--- config.mk ---
export PLATFORM = sky130hd
export DESIGN_NAME = traditional_mac_stw
export DESIGN_NICKNAME = d
export VERILOG_FILES = /design/src/rtl/mac_pkg.sv /design/src/rtl/mac_stw_ctrl.sv /design/src/rtl/traditional_mac_stw.sv
export SDC_FILE = /design/constraint.sdc
export NUM_CORES = 1
export LEC_CHECK = 0
export CORE_MARGIN = 2
export CORE_UTILIZATION = 45
export CTS_BUF_LIST = sky130_fd_sc_hd__clkbuf_8
export DETAILED_ROUTE_END_ITERATION = 8
export PLACE_DENSITY = 0.73
export SETUP_SLACK_MARGIN = 0.02
export SLEW_MARGIN = 20
export SYNTH_ARGS = -nofsm -noshare
export SYNTH_HDL_FRONTEND = slang
export SYNTH_SLANG_ARGS = --single-unit
--- constraint.sdc ---
create_clock -name clk -period 8.55 [get_ports clk]
set_input_delay 2.565 -clock clk [delete_from_list [all_inputs] [get_ports clk]]
set_output_delay 2.565 -clock clk [all_outputs]
set_load 0.02 [all_outputs]
--- src/rtl/mac_pkg.sv ---
// Shared definitions for the systolic MAC processing element and its
// self-test window controller.
package mac_pkg;

  // Default operand / accumulator width
  localparam int WORD_SIZE_DEF = 16;

  // Self-test window sequencing states
  typedef enum logic [1:0] {
    IDLE    = 2'd0,
    COMPUTE = 2'd1,
    CHECK   = 2'd2
  } stw_state_t;

endpackage

--- src/rtl/mac_stw_ctrl.sv ---
// Self-test window controller: holds the preloaded test operands, sequences
// IDLE -> COMPUTE -> CHECK, captures the datapath sum and compares it with
// the expected value. It steers the shared multiplier/adder via stw_sel_o.
module mac_stw_ctrl
  import mac_pkg::*;
#(
  parameter int WORD_SIZE = WORD_SIZE_DEF
) (
  input  logic                 clk,
  input  logic                 rst,          // synchronous, active low
  input  logic                 load_en_i,
  input  logic                 start_i,
  input  logic [WORD_SIZE-1:0] op1_i,
  input  logic [WORD_SIZE-1:0] op2_i,
  input  logic [WORD_SIZE-1:0] add_i,
  input  logic [WORD_SIZE-1:0] exp_i,
  input  logic [WORD_SIZE-1:0] sum_i,        // shared adder output
  output logic                 stw_sel_o,    // 1 = datapath fed test operands
  output logic                 acc_en_o,     // 1 = accumulator may update
  output logic [WORD_SIZE-1:0] stw_op1_o,
  output logic [WORD_SIZE-1:0] stw_op2_o,
  output logic [WORD_SIZE-1:0] stw_add_o,
  output logic                 complete_o,
  output logic                 result_o
);

  stw_state_t           state_q;
  logic [WORD_SIZE-1:0] op1_q;
  logic [WORD_SIZE-1:0] op2_q;
  logic [WORD_SIZE-1:0] add_q;
  logic [WORD_SIZE-1:0] exp_q;
  logic [WORD_SIZE-1:0] res_q;
  logic                 complete_q;
  logic                 result_q;

  // Test FSM, operand latches, result capture and compare in one process
  always_ff @(posedge clk) begin
    if (!rst) begin
      state_q    <= IDLE;
      op1_q      <= '0;
      op2_q      <= '0;
      add_q      <= '0;
      exp_q      <= '0;
      res_q      <= '0;
      complete_q <= 1'b0;
      result_q   <= 1'b0;
    end else begin
      case (state_q)
        IDLE: begin
          // A load in the same cycle as a start wins; the start is dropped.
          if (load_en_i) begin
            op1_q      <= op1_i;
            op2_q      <= op2_i;
            add_q      <= add_i;
            exp_q      <= exp_i;
            complete_q <= 1'b0;
            result_q   <= 1'b0;
          end else if (start_i) begin
            complete_q <= 1'b0;
            result_q   <= 1'b0;
            state_q    <= COMPUTE;
          end
        end
        COMPUTE: begin
          res_q   <= sum_i;
          state_q <= CHECK;
        end
        CHECK: begin
          complete_q <= 1'b1;
          result_q   <= (res_q != exp_q);
          state_q    <= IDLE;
        end
        default: state_q <= IDLE;
      endcase
    end
  end

  assign stw_sel_o  = (state_q == COMPUTE);
  assign acc_en_o   = (state_q == IDLE);
  assign stw_op1_o  = op1_q;
  assign stw_op2_o  = op2_q;
  assign stw_add_o  = add_q;
  assign complete_o = complete_q;
  assign result_o   = result_q;

endmodule

--- src/rtl/traditional_mac_stw.sv ---
// Systolic-array MAC processing element with operand forwarding, optional
// stationary weight and a built-in self-test window that exercises the
// same multiplier and adder used for accumulation.
module traditional_mac_stw
  import mac_pkg::*;
#(
  parameter int WORD_SIZE = WORD_SIZE_DEF,
  parameter int ENABLE_FI = 0
) (
  input  logic                 clk,
  input  logic                 rst,
  input  logic                 fsm_op2_select_in,
  input  logic                 fsm_out_select_in,
  input  logic                 stat_bit_in,
  input  logic [WORD_SIZE-1:0] left_in,
  input  logic [WORD_SIZE-1:0] top_in,
  input  logic                 fault_inject,
  input  logic                 STW_test_load_en,
  input  logic [WORD_SIZE-1:0] STW_mult_op1,
  input  logic [WORD_SIZE-1:0] STW_mult_op2,
  input  logic [WORD_SIZE-1:0] STW_add_op,
  input  logic [WORD_SIZE-1:0] STW_expected,
  input  logic                 STW_start,
  output logic [WORD_SIZE-1:0] right_out,
  output logic [WORD_SIZE-1:0] bottom_out,
  output logic                 STW_complete,
  output logic                 STW_result_out
);

  localparam bit FI_ON = (ENABLE_FI != 0);

  logic [WORD_SIZE-1:0] left_q;
  logic [WORD_SIZE-1:0] top_q;
  logic [WORD_SIZE-1:0] acc_q;
  logic [WORD_SIZE-1:0] weight_q;

  logic                 stw_sel;
  logic                 acc_en;
  logic [WORD_SIZE-1:0] stw_op1;
  logic [WORD_SIZE-1:0] stw_op2;
  logic [WORD_SIZE-1:0] stw_add;

  logic [WORD_SIZE-1:0] mult_a;
  logic [WORD_SIZE-1:0] mult_b;
  logic [WORD_SIZE-1:0] mult_raw;
  logic [WORD_SIZE-1:0] product;
  logic [WORD_SIZE-1:0] addend;
  logic [WORD_SIZE-1:0] sum;
  logic                 fi_active;

  // Shared arithmetic: during COMPUTE the test operands replace the normal
  // ones so the self-test covers the very multiplier/adder in use.
  assign mult_a    = stw_sel ? stw_op1 : left_in;
  assign mult_b    = stw_sel ? stw_op2 : (fsm_op2_select_in ? weight_q : top_in);
  assign mult_raw  = mult_a * mult_b;
  assign fi_active = FI_ON & fault_inject;
  assign product   = {mult_raw[WORD_SIZE-1:1], mult_raw[0] ^ fi_active};
  assign addend    = stw_sel ? stw_add : acc_q;
  assign sum       = addend + product;

  // Forwarding registers, accumulator and stationary weight
  always_ff @(posedge clk) begin
    if (!rst) begin
      left_q   <= '0;
      top_q    <= '0;
      acc_q    <= '0;
      weight_q <= '0;
    end else begin
      left_q <= left_in;
      top_q  <= top_in;
      if (acc_en) begin
        acc_q <= sum;
      end
      if (stat_bit_in) begin
        weight_q <= top_in;
      end
    end
  end

  assign right_out  = left_q;
  assign bottom_out = fsm_out_select_in ? acc_q : top_q;

  mac_stw_ctrl #(
    .WORD_SIZE (WORD_SIZE)
  ) u_stw_ctrl (
    .clk        (clk),
    .rst        (rst),
    .load_en_i  (STW_test_load_en),
    .start_i    (STW_start),
    .op1_i      (STW_mult_op1),
    .op2_i      (STW_mult_op2),
    .add_i      (STW_add_op),
    .exp_i      (STW_expected),
    .sum_i      (sum),
    .stw_sel_o  (stw_sel),
    .acc_en_o   (acc_en),
    .stw_op1_o  (stw_op1),
    .stw_op2_o  (stw_op2),
    .stw_add_o  (stw_add),
    .complete_o (STW_complete),
    .result_o   (STW_result_out)
  );

endmodule

==> results.sh <==
export IMPL_power_switching_mw=2.025
export IMPL_hold_ws_ps=470.2
export IMPL_synth_fa_ha_area_frac=0.2361
export IMPL_syn_inst=1254
export IMPL_area_delta_synth_final_pct=23.58
export IMPL_die_area_mm2=0.02508
export IMPL_fin_area_mm2=0.01325
export IMPL_clock_path_buffers=2
export IMPL_ys_flop_type="dfxtp_1"
export IMPL_yosysTopAreaCell="dfxtp_1"
export IMPL_drt_pass1_iterations=7
export IMPL_synth_seq_area_share=0.2763
export IMPL_synth_edf_count=0
export IMPL_cts_made_buffers=17
export IMPL_synth_simple_area_share=0.1899
export IMPL_n_antenna_cell=0
export IMPL_drive_above_1_share=0.1069
export IMPL_start_util=0.4582
export IMPL_cts_root_buf="clkbuf_8"
export IMPL_ant_nets=0
export IMPL_fmax_mhz=119.7
export IMPL_num_nets_final=1668
export IMPL_slew_violations=0
export IMPL_swShare=0.4502
export IMPL_clock_latency_ps=470
export IMPL_syn_cell_area_mm2=0.01072
export IMPL_grt_total_usage=0.2430
export IMPL_drt_iter0_markers=518
export IMPL_synth_most_common_cell="nand2_1"
export IMPL_gp_congestion=0.9332
export IMPL_num_vias=8844
export IMPL_wl_per_cell_um=16.91
export IMPL_grt_max_degree=96
export IMPL_yosysUniqueCellTypes=51
export IMPL_antenna_found_initial=0
export IMPL_p_per_area_mw_per_mm2=339.4
export IMPL_ys_top_cells_by_area="dfxtp_1 28%, fa_1 18%, nand2_1 11%"
export IMPL_placed_area_mm2=0.01275
export IMPL_min_path_type="flop to flop"
export IMPL_cts_max_level=4
export IMPL_synth_top_family_by_area="adder cells"
export IMPL_synth_xor_area_frac=0.04527
export IMPL_clkTransAtPathRegs_ps=80
export IMPL_seqPwrFrac=0.190
export IMPL_viasPerCell=5.054
export IMPL_skew_ps=19.39
export IMPL_boundaryPins=138
export IMPL_rows=56
export IMPL_post_cts_repair_setup_buffers=0
export IMPL_crit_fanout=11
export IMPL_period_needed_ps=8356
export IMPL_clockPowerShare=0.121
export IMPL_path_class="input pin to flop"
export IMPL_cp_required_ps=8900
export IMPL_synthArstFlopShare=0
export IMPL_total_power_mw=4.498
export IMPL_drc=0
export IMPL_status="finished clean"
export IMPL_synth_nets=1504
export IMPL_cp_arrival_ps=8700
export IMPL_fp_dieW_um=158.4
export IMPL_synth_mux_area_frac=0.06755
export IMPL_final_setup_viol_count=0
export IMPL_yosysWarnings=0
export IMPL_hold_viol_final=0
export IMPL_fillCellCount=2133
export IMPL_avgSynthCellArea_um2=8.552
export IMPL_synth_compound_area_frac=0.1073
export IMPL_timing_final_crit_share=0.9773
export IMPL_grt_pass1_wl_um=46390
export IMPL_worst_setup_path_end_kind="flop"
export IMPL_worstMarginPinSlew_ps=958.0
export IMPL_portBuffers=136
export IMPL_relSlewSlack=0.3593
export IMPL_coreArea_mm2=0.02340
export IMPL_ir_worst_vdd_uv=234.0
export IMPL_cts_tree="yes"
export IMPL_total_leakage_power_nw=5.889
export IMPL_synth_seq_cells=148
export IMPL_clkSinkCount=148
export IMPL_grt_overflow=0
export IMPL_grt_pass1_vias=8866
export IMPL_p_int_mw=2.473
export IMPL_max_cap_viol_count=0
export IMPL_start_kind="input pin"
export IMPL_synth_common_cells="317 x nand2_1, 150 x inv_1, 148 x dfxtp_1"
export IMPL_dp_hpwl_um=23080
export IMPL_comb_power_share=0.689
export IMPL_die_y_um=158.4
export IMPL_routed_wirelength_um=29590
export IMPL_netlist_area_leader_share=0.2763
-- power groups by stage --
stage | combinational [mW] | sequential, mW | clock, mW
3_5_place_dp | 2.94 | 0.865 | 0
6_report | 3.10 | 0.853 | 0.546
3_3_place_gp | 2.89 | 0.863 | 0
5_1_grt | 3.44 | 0.859 | 0.586
2_1_floorplan | 1.85 | 0.831 | 0
4_1_cts | 2.98 | 0.849 | 0.557
-- cell usage in the layout, fill, tap and decap left out, drive strengths merged, types with 4 or more instances in the layout --
cell | netlist | layout
and2 | 50 | 50
nand4 | 4 | 4
a21boi | 95 | 95
xnor2 | 33 | 33
clkinv | 0 | 5
fa | 94 | 94
inv | 150 | 158
xnor3 | 6 | 6
mux2 | 23 | 23
xor2 | 7 | 7
a21oi | 21 | 21
o21ai | 27 | 27
clkdlybuf4s50 | 0 | 135
mux2i | 45 | 45
ha | 52 | 52
nand2b | 7 | 7
buf | 17 | 69
nand2 | 318 | 318
nor2b | 17 | 17
clkbuf | 42 | 18
nor2 | 48 | 48
a21o | 6 | 6
nand3 | 12 | 12
dfxtp | 148 | 148
-- sequential cells by signal, summed over array words and instances, names as in the netlist, 2 cells and up --
signal,flops
u_stw_ctrl.exp_q,16
u_stw_ctrl.state_q,2
right_out,16
acc_q,16
u_stw_ctrl.stw_op1_o,16
u_stw_ctrl.stw_op2_o,16
top_q,16
u_stw_ctrl.res_q,16
weight_q,16
u_stw_ctrl.stw_add_o,16
-- timing repair --
item                       in CTS  in global routing
gates resized for setup         1                 27
hold endpoints to repair        0                  0
hold buffers                    0                  0
pin swaps                       0                 11
setup endpoints to repair       2                  8
-- routing by layer --
layer | GRT usage | vias to the layer above | wire, um
li1 | - | 4265 | -
met1 | 0.3443 | 4279 | 13400
met2 | 0.3851 | 277 | 13580
met3 | 0.04627 | 23 | 2223
met4 | 0.05792 | 0 | 382
met5 | 0 | - | 0
-- through the flow --
stage / setup TNS, ps / worst slack (ps) / utilization / cells
after floorplan: 0 / 394.0 / - / 1254
after global placement: -1442 / -343.3 / 0.5450 / 1718
after detailed placement: -1989 / -490.0 / 0.5450 / 1718
after CTS: 0 / 73.69 / 0.5618 / 1750
after global routing: -12.46 / -12.46 / 0.5663 / 1750
final: 0 / 193.9 / 0.5663 / 1750
-- logic make-up (layout without fill, tap and decap cells) --
kind of cell               count (synthesis)  in the layout
adders and majority gates                146            146
buffers and inverters                    209            386
AOI/OAI and AO/OA                        168            168
xor gates and xnor gates                  46             46
and+or+nand+nor                          469            469
muxes                                     68             68
DFF                                      148            148
-- cell type report --
cell class | count | area, um^2 | share of cell area
multi-input cells | 897 | 7046 | 0.5316
well taps | 319 | 399.1 | 0.03012
repair buffers | 204 | 1894 | 0.1429
clock inverters | 14 | 140.1 | 0.01057
clock buffers | 18 | 247.7 | 0.01869
inverters | 150 | 563.0 | 0.04248
flip-flops and latches | 148 | 2963 | 0.2236
-- final timing paths --
path                             from  slack (ps)  depth (start not counted)                  endpoint
max reg2reg     u_stw_ctrl.state_q[0]        1590                         23                 acc_q[15]
min          u_stw_ctrl.stw_add_o[15]         470                          2  u_stw_ctrl.stw_add_o[15]
max                 fsm_op2_select_in         190                         23                 acc_q[15]
min reg2reg  u_stw_ctrl.stw_add_o[15]         470                          2  u_stw_ctrl.stw_add_o[15]
-- critical path: stages --
cell             delay [ps]
clkdlybuf4s50_1         500
buf_12                  150
buf_12                  150
mux2_1                  340
mux2_4                  300
nand2_1                 100
fa_1                    470
fa_1                    530
inv_1                    60
fa_1                    500
fa_1                    500
inv_1                    50
fa_1                    470
fa_2                    370
xor2_1                  210
xnor2_1                 160
xnor2_1                 150
xnor3_1                 260
xnor3_1                 240
xnor3_1                 280
a21o_1                  190
nand3_1                  80
a21boi_1                 70
(Power assumes the default switching activity.)
==> variant 1, RTL diff (config.mk and constraints unchanged) <==
Register the input `STW_add_op` before use. The logic sees it one clock later. The other inputs are not delayed to match.
--- a/src/rtl/traditional_mac_stw.sv
+++ b/src/rtl/traditional_mac_stw.sv
@@ -29,4 +29,10 @@
 
   localparam bit FI_ON = (ENABLE_FI != 0);
+
+  logic [WORD_SIZE-1:0] STW_add_op_q;
+
+  always_ff @(posedge clk) begin
+    STW_add_op_q <= STW_add_op;
+  end
 
   logic [WORD_SIZE-1:0] left_q;
@@ -90,5 +96,5 @@
     .op1_i      (STW_mult_op1),
     .op2_i      (STW_mult_op2),
-    .add_i      (STW_add_op),
+    .add_i      (STW_add_op_q),
     .exp_i      (STW_expected),
     .sum_i      (sum),
Function: not settled (the Yosys comparison gave no result); the edit may change what the design does.
==> variant 1 against the original RTL <==
  * Clock power rose by 12%
  * Sequential cell count rose by 16
  * Sequential power rose by 8.3%
  * Setup slack better by 31 ps
  * Routed wire length is 1.1% higher
  * Global-route usage is 0.59 points lower
  * Clock skew grew 1.0 ps
  * Final area is 2.6% higher
  * Area after synthesis is 1.8% higher
  * Die area grew 1.7%
  * Power grew 5.5%
  * Critical endpoint unchanged
==> variant 1: results (changes against the original RTL) <==
stage,metric,value,unit,change
finish,layout net count,1693,,+1.5%
global_route,pin count of the biggest net entering global routing,104,,+8.3%
clock_network,clock edge transition at the registers on the reported setup and hold paths,110,ps,+30 ps
global_route,M1 GR Usage,0.339,,-0.00541
critical_path,library cell contributing the largest single delay on the critical path,sky130_fd_sc_hd__clkdlybuf4s50_1,,
power,switching fraction of total power,0.438,,-0.0117
critical_path,maximum cell stage delay along the critical path,500,ps,-30 ps
route,Post-Route WL,29900,um,+1.1%
global_route,wire length of the first global-routing pass,47300,um,+1.9%
route,mean number of vias per cell,5.02,,-0.73%
yosys,syn nets,1510,,+0.40%
placement,dpl hpwl,23800,um,+3.0%
route,amount of wire on met2 after detailed routing,13500,um,-0.77%
critical_path,flop-to-flop setup slack,1560,ps,-30 ps
yosys,biggest area contributors in the synthesized netlist,"sky130_fd_sc_hd__dfxtp_1 (30%), sky130_fd_sc_hd__fa_1 (17%), sky130_fd_sc_hd__nand2_1 (11%)",,
yosys,average size of a mapped cell,8.66,um^2,+1.3%
finish,layout cells sized above 1,0.107,,+0.000225
worst_hold_path,Hold Crit Class,reg2reg,,
route,1st-pass router iterations,4,,-3
route,drt initial violations,559,,+7.9%
finish,diodes inserted,0,,unchanged
placement,placement-stage cell area,13100,um^2,+3.0%
outcome,run status,"finished, final reports clean",,
critical_path,FF-to-FF End,acc_q[14],,
clock_network,number of clock buffers inserted by TritonCTS,17,,unchanged
yosys,post-synthesis sequential area ratio,0.301,,+0.0246
global_route,GR Util met2,0.373,,-0.0122
critical_path,"Data arrival, critical path",8680,ps,-20 ps
timing,slew at the pin closest to its max-slew limit,1070,ps,+114 ps
placement,worst slack after detailed placement,-502,ps,-12.3 ps
power,Worst IR Drop VDD,0.000443,V,+89%
power,part of the total power dissipated in the clock network,0.128,,+0.007
yosys,number of unique standard cell types used by synthesis,44,,-14%
route,highest layer used for signal routing,met5,,
global_route,met3 Resource Use GR,0.0408,,-0.00549
critical_path,crit-path max FO,8,,-3
route,via count,8905,,+0.69%
timing,Clock Skew,20.4,ps,+1.01 ps
power,clock network power,0.609,mW,+12%
yosys,commonest cells in the netlist,"sky130_fd_sc_hd__nand2_1 (311), sky130_fd_sc_hd__dfxtp_1 (164), sky130_fd_sc_hd__inv_1 (145)",,
global_route,antenna violations before repair,1,,+1
critical_path,worst reg2reg path depth,24,,+4.3%
route,routed metal-1 wire length,13800,um,+3.1%
finish,final instance area,13600,um^2,+2.6%
placement,Port Buffers,136,,unchanged
route,met3 layer wire length in the routed design,2000,um,-10%
placement,RD Place Congestion,0.933,,about the same
timing,"Worst Setup Slack, final",225,ps,+30.8 ps
power,static power due to leakage,6.07,nW,+3.1%
power,sequential logic power,0.924,mW,+8.3%
global_route,vias in the first global route,8760,,-1.2%
global_route,All-Layer GR Usage,0.237,,-0.00588
-- variant 1: how the worst min path moves through the flow --
stage                                     to             start  cells after the start  slack [ps]
finish              u_stw_ctrl.stw_add_o[15]  STW_add_op_q[15]                      2         440
global route        u_stw_ctrl.stw_add_o[13]  STW_add_op_q[13]                      2         460
CTS                 u_stw_ctrl.stw_add_o[13]  STW_add_op_q[13]                      2         450
detailed placement   u_stw_ctrl.stw_add_o[5]   STW_add_op_q[5]                      2         440
global placement    u_stw_ctrl.stw_add_o[13]  STW_add_op_q[13]                      2         440
floorplan            u_stw_ctrl.stw_add_o[0]   STW_add_op_q[0]                      2         430
-- variant 1: area by class of cell --
class                           instances  area, um^2
Sequential cell                       164        3280
Clock buffer                           17         234
Fill cell                            2128       10000
Inverter                              145         544
Clock inverter                         15         193
Tap cell                              319         399
Timing Repair Buffer                  223        2040
Multi-Input combinational cell        892        6900
-- variant 1: logic make-up after synthesis --
group / after synthesis / share of synthesized area
buf+inv: 204 / 0.0724
mux: 62 / 0.0591
xor+xnor: 53 / 0.0476
simple gates: 458 / 0.181
flops: 164 / 0.301
compound gates: 173 / 0.107
fa+ha+maj: 146 / 0.232
-- variant 1: per-stage QoR --
stage / TNS (ps) / util / hold slack, ps
finish: 0 / 0.576 / 443
global route: 0 / 0.576 / 459
CTS: 0 / 0.574 / 448
detailed placement: -2220 / 0.556 / 440
global placement: -1850 / 0.556 / 436
floorplan: 0 / - / 426
-- variant 1: what timing repair did --
| item | in CTS | in global routing |
|---|---|---|
| setup endpoints to repair | 2 | 6 |
| gates cloned | 0 | 0 |
| resized for setup | 1 | 12 |
| pin swaps | 0 | 2 |
==> variant 2, RTL diff (same flow settings) <==
Made on the original files. The parameter `ENABLE_FI` goes from 0 to 1.
--- a/src/rtl/traditional_mac_stw.sv
+++ b/src/rtl/traditional_mac_stw.sv
@@ -6,5 +6,5 @@
 #(
   parameter int WORD_SIZE = WORD_SIZE_DEF,
-  parameter int ENABLE_FI = 0
+  parameter int ENABLE_FI = 1
 ) (
   input  logic                 clk,
Check against the original RTL: not equivalent (Yosys sat finds a counterexample within 4 cycles, from zero or initial values and one cycle with rst low).
==> variant 2 against the original RTL <==
  * Non-clock buffer count rose by 61
  * Sequential cell count did not move
  * Routed wire length rose by 5.8%
  * Final area rose by 7.2%
  * Die area rose by 2.0%
  * Area after synthesis rose by 2.0%
  * Clock skew rose by 6.7 ps
  * Critical path depth rose by 2
  * Final cell count rose by 7.8%
  * Global-route usage rose by 0.40 points
  * Setup slack improved by 24 ps
  * Power rose by 21%
  * Core utilization rose by 2.3 points
  * Largest cell class unchanged
  * Largest power group unchanged
  * Highest routed layer unchanged
==> variant 2: results (changes against the original RTL) <==
stage,metric,value,unit,change
critical_path,worst reg2reg path depth,26,,+13%
global_route,All-Layer GR Usage,0.247,,+0.00399
finish,invs w/o clock,128,,-15%
finish,non-clock buffer area fraction after layout,0.169,,+0.0257
yosys,synthesized instance count,1322,,+5.4%
placement,Port Buffers,137,,+0.74%
route,1st-pass router iterations,5,,-2
route,amount of wire on met2 after detailed routing,14500,um,+6.6%
worst_hold_path,hold-critical path endpoint,u_stw_ctrl.stw_add_o[1],,
route,Post-Route WL,31300,um,+5.8%
yosys,syn nets,1571,,+4.5%
finish,final instance area,14200,um^2,+7.2%
timing,Clock Skew,26.1,ps,+6.69 ps
route,routed metal-1 wire length,14500,um,+8.2%
placement,RD Place Congestion,0.947,,+1.5%
placement,worst slack after detailed placement,-1040,ps,-547 ps
worst_hold_path,hold path startpoint,u_stw_ctrl.stw_add_o[1],,
finish,multi-input combinational cell area,7510,um^2,+6.6%
yosys,post-synthesis sequential area ratio,0.271,,-0.00550
power,Worst IR Drop VDD,0.000445,V,+90%
finish,Filler cells,2233,,+4.7%
critical_path,"Data arrival, critical path",8670,ps,-30 ps
placement,dpl hpwl,24500,um,+6.0%
global_route,GR Util met2,0.397,,+0.0122
outcome,run status,"finished, final reports clean",,
finish,comb_multi_in,989,,+10%
global_route,M1 GR Usage,0.343,,-0.00143
die,tap cells,324,,+1.6%
power,static power due to leakage,6.46,nW,+9.7%
critical_path,flop-to-flop setup slack,1350,ps,-240 ps
yosys,"post-synthesis share of cell area spent on full adders, half adders and majority gates",0.221,,-0.0148
placement,cell total after placement,1847,,+7.5%
route,drt initial violations,650,,+25%
finish,clk cell area share,0.0318,,+0.00253
global_route,vias in the first global route,9492,,+7.1%
timing,max-slew headroom at the worst pin,0.285,,-0.0745
yosys,number of unique standard cell types used by synthesis,47,,-7.8%
yosys,multiplexer share of the synthesized area,0.0577,,-0.00981
yosys,fraction of the mapped netlist area in compound gates,0.105,,-0.00214
global_route,pin count of the biggest net entering global routing,109,,+14%
==> variant 2: cell types whose count changed in the layout (fill, tap and decap cells not counted), moves of 7 or more <==
cell                              unedited run  this run
sky130_fd_sc_hd__and2_1                     49        34
sky130_fd_sc_hd__buf_4                      67       125
sky130_fd_sc_hd__clkdlybuf4s50_1           135       125
sky130_fd_sc_hd__dlymetal6s2s_1              0         8
sky130_fd_sc_hd__fa_1                       93        80
sky130_fd_sc_hd__ha_1                       51        61
sky130_fd_sc_hd__inv_1                     150       128
sky130_fd_sc_hd__nand2_1                   315       306
sky130_fd_sc_hd__nand2b_1                    6        21
sky130_fd_sc_hd__nor2_1                     45        86
sky130_fd_sc_hd__nor2b_1                    17        40
sky130_fd_sc_hd__xnor2_1                    33        58
sky130_fd_sc_hd__xor2_1                      7        14
==> variant 2: power by group <==
part	switching, mW	internal [mW]
clock network	0.327	0.312
registers	0.0632	0.781
logic	2.02	1.93
